$ cat config.mk
export PLATFORM = sky130hd
export DESIGN_NAME = branch_sequencer
export DESIGN_NICKNAME = d
export VERILOG_FILES = /design/src/rtl/branch_sequencer.sv
export SDC_FILE = /design/constraint.sdc
export NUM_CORES = 1
export LEC_CHECK = 0
export CAP_MARGIN = 25
export CORE_MARGIN = 2
export CORE_UTILIZATION = 57
export CTS_BUF_LIST = sky130_fd_sc_hd__clkbuf_16
export DETAILED_ROUTE_END_ITERATION = 8
export PLACE_DENSITY = 0.86
export SYNTH_ARGS = -nofsm -noshare
export SYNTH_HDL_FRONTEND = slang
export SYNTH_SLANG_ARGS = --single-unit
$ cat constraint.sdc
create_clock -name clk -period 10.4 [get_ports clk]
set_input_delay 1.04 -clock clk [delete_from_list [all_inputs] [get_ports clk]]
set_output_delay 1.04 -clock clk [all_outputs]
set_load 0.01 [all_outputs]
$ cat src/rtl/branch_sequencer.sv
// branch_sequencer: multicycle conditional-branch resolution controller.
//   Accepts a branch from decode, waits for the ALU compare flags, picks the
//   flag selected by funct3, then drives the PC update (target or
//   fall-through) and holds the fetch flush for FLUSH_CYCLES after a taken
//   branch. Flags illegal funct3, misaligned taken targets and flag timeouts,
//   and keeps saturating branch statistics.
// Ports:
//   clk, reset           clock (rising edge), async active-high reset
//   issue_valid/ready    decode handshake (ready only in IDLE)
//   funct3, pc, imm      branch descriptor, sampled on the handshake
//   flags, flags_valid   ALU compare flags {GEU,LTU,GE,LT,NE,EQ}
//   pc_load, pc_next     one-cycle PC write strobe and value
//   taken, done          resolution result and completion pulse
//   flush                fetch/decode flush
//   err_illegal/err_misalign/err_timeout  one-cycle error pulses
//   branch_count, taken_count             saturating statistics
module branch_sequencer #(
  parameter int unsigned FLUSH_CYCLES = 2,
  parameter int unsigned TIMEOUT      = 15,
  parameter int unsigned CNT_W        = 16
) (
  input  logic             clk,
  input  logic             reset,
  input  logic             issue_valid,
  output logic             issue_ready,
  input  logic [2:0]       funct3,
  input  logic [31:0]      pc,
  input  logic [31:0]      imm,
  input  logic [5:0]       flags,
  input  logic             flags_valid,
  output logic             pc_load,
  output logic [31:0]      pc_next,
  output logic             taken,
  output logic             done,
  output logic             flush,
  output logic             err_illegal,
  output logic             err_misalign,
  output logic             err_timeout,
  output logic [CNT_W-1:0] branch_count,
  output logic [CNT_W-1:0] taken_count
);

  localparam int unsigned FW = (FLUSH_CYCLES > 1) ? $clog2(FLUSH_CYCLES + 1) : 1;

  typedef enum logic [1:0] {S_IDLE, S_WAIT, S_UPDATE, S_FLUSH} state_t;

  state_t           r_state, w_state;
  logic [2:0]       r_funct3, w_funct3;
  logic [31:0]      r_pc, w_pc;
  logic [31:0]      r_imm, w_imm;
  logic [7:0]       r_tcnt, w_tcnt;
  logic [FW-1:0]    r_fcnt, w_fcnt;
  logic             r_pc_load, w_pc_load;
  logic [31:0]      r_pc_next, w_pc_next;
  logic             r_taken, w_taken;
  logic             r_done, w_done;
  logic             r_flush, w_flush;
  logic             r_err_ill, w_err_ill;
  logic             r_err_mis, w_err_mis;
  logic             r_err_to, w_err_to;
  logic [CNT_W-1:0] r_bcnt, w_bcnt;
  logic [CNT_W-1:0] r_tkcnt, w_tkcnt;

  logic             w_legal;
  logic [2:0]       w_idx;
  logic             w_flag;
  logic [31:0]      w_target;
  logic [31:0]      w_fall;

  // Legality is checked on the live funct3 at issue; the flag index uses the
  // latched copy while waiting for flags.
  assign w_legal  = (funct3 != 3'b010) && (funct3 != 3'b011);
  assign w_target = r_pc + r_imm;
  assign w_fall   = r_pc + 32'd4;

  always_comb begin
    w_idx = 3'd0;
    case (r_funct3)
      3'b000:  w_idx = 3'd0;
      3'b001:  w_idx = 3'd1;
      3'b100:  w_idx = 3'd2;
      3'b101:  w_idx = 3'd3;
      3'b110:  w_idx = 3'd4;
      3'b111:  w_idx = 3'd5;
      default: w_idx = 3'd0;
    endcase
  end

  assign w_flag = flags[w_idx];

  always_comb begin
    w_state   = r_state;
    w_funct3  = r_funct3;
    w_pc      = r_pc;
    w_imm     = r_imm;
    w_tcnt    = r_tcnt;
    w_fcnt    = r_fcnt;
    w_pc_load = 1'b0;
    w_pc_next = '0;
    w_taken   = 1'b0;
    w_done    = 1'b0;
    w_flush   = 1'b0;
    w_err_ill = 1'b0;
    w_err_mis = 1'b0;
    w_err_to  = 1'b0;
    w_bcnt    = r_bcnt;
    w_tkcnt   = r_tkcnt;

    case (r_state)
      S_IDLE: begin
        if (issue_valid) begin
          w_funct3 = funct3;
          w_pc     = pc;
          w_imm    = imm;
          if (w_legal) begin
            w_state = S_WAIT;
            w_tcnt  = '0;
          end else begin
            w_err_ill = 1'b1;
          end
        end
      end

      S_WAIT: begin
        // The result is registered on the flag-sampling edge so the PC
        // strobe and counters are visible during the UPDATE cycle.
        if (flags_valid) begin
          w_state = S_UPDATE;
          if (!w_flag) begin
            w_pc_load = 1'b1;
            w_pc_next = w_fall;
            w_done    = 1'b1;
            if (r_bcnt != '1) w_bcnt = r_bcnt + CNT_W'(1);
          end else if (w_target[1:0] != 2'b00) begin
            w_err_mis = 1'b1;
          end else begin
            w_pc_load = 1'b1;
            w_pc_next = w_target;
            w_done    = 1'b1;
            w_taken   = 1'b1;
            if (r_bcnt != '1)  w_bcnt  = r_bcnt + CNT_W'(1);
            if (r_tkcnt != '1) w_tkcnt = r_tkcnt + CNT_W'(1);
          end
        end else if (r_tcnt == 8'(TIMEOUT - 1)) begin
          w_err_to = 1'b1;
          w_state  = S_IDLE;
        end else begin
          w_tcnt = r_tcnt + 8'd1;
        end
      end

      S_UPDATE: begin
        if (r_pc_load && r_taken && (FLUSH_CYCLES > 0)) begin
          w_state = S_FLUSH;
          w_flush = 1'b1;
          w_fcnt  = FW'(1);
        end else begin
          w_state = S_IDLE;
        end
      end

      S_FLUSH: begin
        if (r_fcnt >= FW'(FLUSH_CYCLES)) begin
          w_state = S_IDLE;
        end else begin
          w_flush = 1'b1;
          w_fcnt  = r_fcnt + FW'(1);
        end
      end

      default: w_state = S_IDLE;
    endcase
  end

  always_ff @(posedge clk or posedge reset) begin
    if (reset) begin
      r_state   <= S_IDLE;
      r_funct3  <= '0;
      r_pc      <= '0;
      r_imm     <= '0;
      r_tcnt    <= '0;
      r_fcnt    <= '0;
      r_pc_load <= 1'b0;
      r_pc_next <= '0;
      r_taken   <= 1'b0;
      r_done    <= 1'b0;
      r_flush   <= 1'b0;
      r_err_ill <= 1'b0;
      r_err_mis <= 1'b0;
      r_err_to  <= 1'b0;
      r_bcnt    <= '0;
      r_tkcnt   <= '0;
    end else begin
      r_state   <= w_state;
      r_funct3  <= w_funct3;
      r_pc      <= w_pc;
      r_imm     <= w_imm;
      r_tcnt    <= w_tcnt;
      r_fcnt    <= w_fcnt;
      r_pc_load <= w_pc_load;
      r_pc_next <= w_pc_next;
      r_taken   <= w_taken;
      r_done    <= w_done;
      r_flush   <= w_flush;
      r_err_ill <= w_err_ill;
      r_err_mis <= w_err_mis;
      r_err_to  <= w_err_to;
      r_bcnt    <= w_bcnt;
      r_tkcnt   <= w_tkcnt;
    end
  end

  assign issue_ready  = (r_state == S_IDLE);
  assign pc_load      = r_pc_load;
  assign pc_next      = r_pc_next;
  assign taken        = r_taken;
  assign done         = r_done;
  assign flush        = r_flush;
  assign err_illegal  = r_err_ill;
  assign err_misalign = r_err_mis;
  assign err_timeout  = r_err_to;
  assign branch_count = r_bcnt;
  assign taken_count  = r_tkcnt;

endmodule

# After elaboration in Yosys (flattened, before gate mapping)
# Index checks and enable logic that the tools add are counted.
dict set report word_totals {
  ff_bits 149
  latchBits 0
  ramBits 0
  rom_bits 0
  inputBits 77
  output_inout_bits 72
  elab_cells 103
  memories 0
}
dict set report op_classes {
  n_addsub 6
  mul 0
  div 0
  n_lt_le_gt_ge 2
  n_eq_ne 22
  n_shift 0
  n_mux 45
  bitwise 1
  reduce_logical 12
}
# cell n
set ops {}
lappend ops {{2-to-1 mux 32 bit} 4}
lappend ops {{2-to-1 mux 16 bit} 3}
lappend ops {{adder 16 x 1 -> 16 bit (second input constant)} 2}
lappend ops {{adder 32 x 3 -> 32 bit (second input constant)} 1}
lappend ops {{adder 32 bit} 1}
lappend ops {{2-to-1 mux 8 bit} 4}
lappend ops {{inequality test 16 bit (second input constant)} 2}
lappend ops {{2-to-1 mux 1 bit} 20}
lappend ops {{2-to-1 mux 2 bit} 8}
lappend ops {{case mux 8 bit (2 select lines)} 1}
lappend ops {{case mux 3 bit (5 select lines)} 1}
lappend ops {{inequality test 2 bit (second input constant)} 7}
lappend ops {{equality test 3 bit (second input constant)} 4}
lappend ops {{AND reduction 5 bit} 2}
lappend ops {{adder 8 x 1 -> 8 bit (second input constant)} 1}
lappend ops {{equality test 8 x 4 -> 1 bit (second input constant)} 1}
lappend ops {{case mux 2 bit (4 select lines)} 1}
lappend ops {{inequality test 3 x 2 -> 1 bit (second input constant)} 2}
lappend ops {{AND reduction 3 bit} 2}
lappend ops {{nonzero test 2 bit} 3}
lappend ops {{equality test 2 bit (second input constant)} 2}
lappend ops {{< comparator 3 x 4 -> 1 bit (second input constant)} 1}
lappend ops {{case mux 2 bit (2 select lines)} 1}
lappend ops {{AND reduction 4 bit} 1}
lappend ops {{other kinds (12)} 13}

# Longest topological paths before layout
dict set report logic_depth {
  depth_word 7
  depth_mapped 12
  depth_no_buf 12
}

# Least setup slack after synthesis
# OpenSTA, ideal clock, no wires.
dict set report synth_path {
  path_type {flip-flop to flip-flop}
  from {reg r_pc[0]}
  to {reg r_pc_next[28] (netlist: pc_next[28])}
  setup_time_ns 0.138
  arrival_ns 2.785
  t_required_ns 10.262
  path_slack_ns 7.477
  path_stages_with_launch 13
  path_buffers 0
  period_less_slack_ns 2.923
  cell_sequence {dfrtp_1 ha_1 fa_1 a21oi_1 o21ai_1 a2111oi_2 o41ai_2 a31o_2 a21oi_2 o21ai_1 a21oi_1 xor2_1 o22ai_1}
}
dict set report synth_between {
  elab_chain_len 6
  elab_cells_between_ends 7
  cone_classes {add/sub: 2; mux: 4; reduce/logical: 1}
}
# element line
set synth_rtl {}
lappend synth_rtl {{from (decl)} 49} ;# logic [31:0] r_pc, w_pc;
lappend synth_rtl {{from (signal assigned)} 196} ;# r_pc <= w_pc;
lappend synth_rtl {{adder 32 bit} 73} ;# assign w_target = r_pc + r_imm;
lappend synth_rtl {{nonzero test 2 bit} 134} ;# end else if (w_target[1:0] != 2'b00) begin
lappend synth_rtl {{2-to-1 mux 32 bit} 134}
lappend synth_rtl {{2-to-1 mux 32 bit (*)} 129} ;# if (!w_flag) begin
lappend synth_rtl {{2-to-1 mux 32 bit (*)} 127} ;# if (flags_valid) begin
lappend synth_rtl {{2-to-1 mux 32 bit (*)} 109} ;# case (r_state)
lappend synth_rtl {{named net w_pc_next[28]} 54} ;# logic [31:0] r_pc_next, w_pc_next;
lappend synth_rtl {{to (signal assigned)} 201} ;# r_pc_next <= w_pc_next;
lappend synth_rtl {{to (decl)} 54}
# The timed path passes the listed nets; every way through them passes the cells marked *.
# A chain may end at the register's enable or synchronous reset.

# Worst setup path in the final report
dict set report layout_path {
  from {in flags[3]}
  to {reg r_tkcnt[5] (netlist: taken_count[5])}
}
dict set report layout_between {
  elab_chain_len 3
}
# element line
set layout_rtl {}
lappend layout_rtl {{from (decl)} 29} ;# input logic [5:0] flags,
lappend layout_rtl {{binary-select mux 1 bit (select 3 bit)} 89} ;# assign w_flag = flags[w_idx];
lappend layout_rtl {{2-to-1 mux 1 bit (implied by the code)} 89}
lappend layout_rtl {{AND reduction 5 bit (no source line)} -}
lappend layout_rtl {{to (signal assigned)} 209} ;# r_tkcnt <= w_tkcnt;
lappend layout_rtl {{to (decl)} 62} ;# logic [CNT_W-1:0] r_tkcnt, w_tkcnt;
# Every way passes these cells. The select of a mux whose other input is x is not followed.

==> summary.md <==
| Metric | Value |
|---|---|
| Cell Area, Synth | approximately 8100 um^2 |
| Area share of the leading cell type in the synthesized netlist | 46.1% |
| Vias in the first global route | approximately 6300 |
| Net Count, Synth | 882 |
| Critical path cell sequence | clkdlybuf4s50_1, mux4_2, nand2_1, o21ai_2, nand3_2, a41oi_4, nand3_1, nor2_2, nand2_1, xnor2_1 |
| Core area | between 10000 and 15000 um^2 |
| Via count | approximately 6400 |
| Syn. warnings | 0 |
| Area Growth Syn to Fin | 26.7% |
| Reg2reg end | pc_next[28]$_DFF_PP0_ |
| Post-CTS Hold Fix Bufs | 0 |
| Ranking of synthesized cells by area | dfrtp_1 46%, mux2_2 9.2%, ha_1 5.7% |
| DRC viols | 0 |
| Critical Path Fanout Max | 27 |
| Flops & latches, synth | roughly 150 |
| Tcrit/Tclk final | a little over a third |
| Final non-filler cell total | between 1000 and 1500 |
| Crit Path Class | in -> reg |
| 1st-iter DRT viols | between 500 and 600 |
| Synth Instances | between 700 and 800 |
| Max-Slew Margin vs Limit | about two fifths |
| Final setup viols | 0 |
| Worst-Margin Slew | about 0.9 ns |
| N_diodes | 0 |
| Die Height | 123 um |
| Final hold vios | 0 |
| Pwr Density | 325 nW/um^2 |
| Fin Setup TNS | 0 ns |
| Crit path largest cell delay | roughly 0.7 ns |
| WL per Instance | between 15 and 20 um |
| RePlAce Congestion | about 0.95 |
| CP max stage cell | nand3_2 |
| Ys async rst share | 100% |
| Critical R2R Launch | r_pc[0]$_DFFE_PP0P_ |
| Peak supply drop | 0.208 mV |
| Final Routed Wirelength | a little under 20 mm |
| First-pass GRT wire length | between 30 and 40 mm |
| Pleak | between 4 and 5 nW |
| Max Clock Freq | around 270 MHz |
| Share of cells above drive strength 1 | roughly an eighth |
| Avg Inst Size Synth | ~11 um^2 |
| Clock sinks | ~150 |
| CP dominant cell by count | nand2_1 |
| Worst-Skew Late Latency | 0.42 ns |
| Routed vias/inst | 5.81 |
| Clock-pin slew on the worst setup and hold paths | approximately 0.06 ns |
| Grt ovf | 0 |
| Post-layout min period | around 3.7 ns |
| Die area | approximately 15000 um^2 |
| Critical Path RT | 10.73 ns |
| Status | complete, no violations |
| Crit path DAT | 4.04 ns |
| RSZ-0062 raised after global routing | false |
| Final ANT Viol Nets | 0 |
| Post-CTS setup buffers | 0 |
| Die width | 123 um |
| Number of enable flip-flop cells after synthesis | 0 |
| Post-synth cell types | between 60 and 70 |
| CP delay by family, top | simple AND/OR/NAND/NOR gates |
| H-tree levels | 4 |
| Largest net degree at the start of global routing | approximately 90 |
| Standard-cell rows | 43 |
| Max-slew violations | 0 |
| Placed cell count | between 1000 and 1500 |
| Worst Hold Depth | 1 |
| CTS tree | built |
| HPWL Detailed | approximately 13 mm |
| Hold_sp | branch_count[7]$_DFFE_PP0P_ |
| Num CTS Buffers | 17 |
| Sequential share of the synthesized area | 46.1% |
| Max_cap viols | 0 |
| Total GRT Usage | around a quarter |
| I/O Buffers | 148 |
| Largest area contributor in the netlist | dfrtp_1 |
| Worst Hold Class | reg -> reg |
| Critical Path Sink Type | flop |
| Hold Path Sink | branch_count[7]$_DFFE_PP0P_ |
| R2r setup slk | between 7 and 8 ns |
| Synth Flop Type | dfrtp_1 |
| Clock root buffer master | clkbuf_16 |
| Max clock buf depth | 2 |
| Starting Density | approximately three fifths |
| I/O pins | around 150 |
| Reg2Reg Depth | 12 |
| Final Power | between 0.003 and 0.004 W |
| Initial antenna violation count | 0 |
| Crit path buf inv count | 1 |
| Worst setup SP type | input pin |
| Resized cells post-CTS | 0 |
| Clock Skews | 0.00652 ns |
| Pre-Repair DR Iteration Count | 6 |
| Post-layout nets | between 1000 and 1500 |
power breakdown:
group	internal, W	switching (W)
Combinational	0.000831	0.000938
Sequential	0.000786	0.000202
Clock	0.000345	0.000228
routing by layer:
layer / share of wire [%] / track usage [%]
met2: 49 / 44.4
met3: 6.0 / 5.81
met1: 43 / 35.1
met5: 0 / 0
met4: 2.2 / 8.66
Yosys cell counts (6+ instances only):
| library cell | number |
|---|---|
| and3_1 | 19 |
| xnor2_1 | 46 |
| o21ai_0 | 21 |
| dfrtp_1 | 149 |
| buf_2 | 7 |
| nand4_1 | 9 |
| or3_1 | 6 |
| o22ai_1 | 26 |
| a21o_1 | 18 |
| a21oi_1 | 40 |
| nor2_1 | 53 |
| o21ai_1 | 8 |
| nand2_1 | 69 |
| ha_1 | 37 |
| mux2_2 | 66 |
| nand3_1 | 31 |
| clkbuf_1 | 18 |
| inv_1 | 19 |
| xor2_1 | 43 |
stage by stage:
step | hold slack (ns) | cell area (um^2) | setup slack [ns] | utilization, %
finish | 0.491 | 10200 | 6.69 | 73.8
global route | 0.510 | 10200 | 6.46 | 73.8
CTS | 0.496 | 10200 | 6.67 | 73.8
detailed placement | 0.485 | 9700 | 6.31 | 69.8
global placement | 0.482 | 9700 | 6.43 | 69.8
floorplan | 0.475 | 8090 | 5.35 | -
area by class of cell:
| cell class | instances | area, um^2 |
|---|---|---|
| Tap cell | 180 | 225 |
| Inverter | 19 | 76.3 |
| Clock buffer | 17 | 425 |
| Sequential cell | 149 | 3730 |
| Timing Repair Buffer | 150 | 1500 |
| Fill cell | 964 | 3640 |
| Multi-Input combinational cell | 571 | 4170 |
| Clock inverter | 15 | 121 |
worst reg2reg max path: cells and delay by family (launching register included):
family          cells  cell delay, ns
fa+ha+maj           2            0.68
flops               1            0.38
compound gates      9            1.97
xor+xnor            1            0.16
kinds of logic (layout without fill, tap and decap cells):
logic type | after synthesis | in the layout | synth area share, %
adders and majority gates | 38 | 38 | 5.97
xor gates and xnor gates | 89 | 89 | 9.64
AOI/OAI and AO/OA | 154 | 154 | 13.0
buffers and inverters | 47 | 201 | 2.34
muxes | 72 | 72 | 10.1
DFF | 149 | 149 | 46.1
and+or+nand+nor | 218 | 218 | 12.9
sequential cells by signal (all words and copies together) (netlist names):
register	flops
r_funct3	3
err_illegal	1
err_timeout	1
taken	1
r_imm	32
r_tcnt	8
taken_count	16
pc_next	32
flush	1
done	1
err_misalign	1
branch_count	16
r_state	2
r_pc	32
r_fcnt	2
cell usage in the layout, fill, tap and decap left out, types with 4 or more instances in the layout:
master,netlist,routed
clkbuf_16,0,17
o21ai_1,8,8
o22a_1,4,4
clkinv_1,0,5
xnor2_1,46,46
a21oi_1,40,40
nand2_1,69,69
o22ai_1,26,26
o21ai_0,21,21
clkinv_2,0,6
nand3_1,31,31
mux2i_1,5,5
o21bai_1,5,5
nor2_1,53,53
a21o_1,18,18
or3_1,6,6
xor2_1,43,43
clkdlybuf4s50_1,0,148
dfrtp_1,149,149
and3_1,19,19
inv_1,19,19
nand4_1,9,9
mux2_2,66,66
nand2b_1,4,4
ha_1,37,37
nor3_1,4,4
and4_1,4,4
how the worst max path moves through the flow:
stage                     depth (start not counted)  startpoint                           to  slack [ns]
after floorplan                                   1       reset  branch_count[0]$_DFFE_PP0P_        5.35
after global placement                            9    flags[0]   taken_count[7]$_DFFE_PP0P_        6.43
after detailed placement                          9    flags[0]  taken_count[11]$_DFFE_PP0P_        6.31
after CTS                                        10    flags[3]   taken_count[5]$_DFFE_PP0P_        6.67
after global routing                             10    flags[2]   taken_count[5]$_DFFE_PP0P_        6.46
final                                            10    flags[3]   taken_count[5]$_DFFE_PP0P_        6.69
Power figures use the tool's default switching activity.
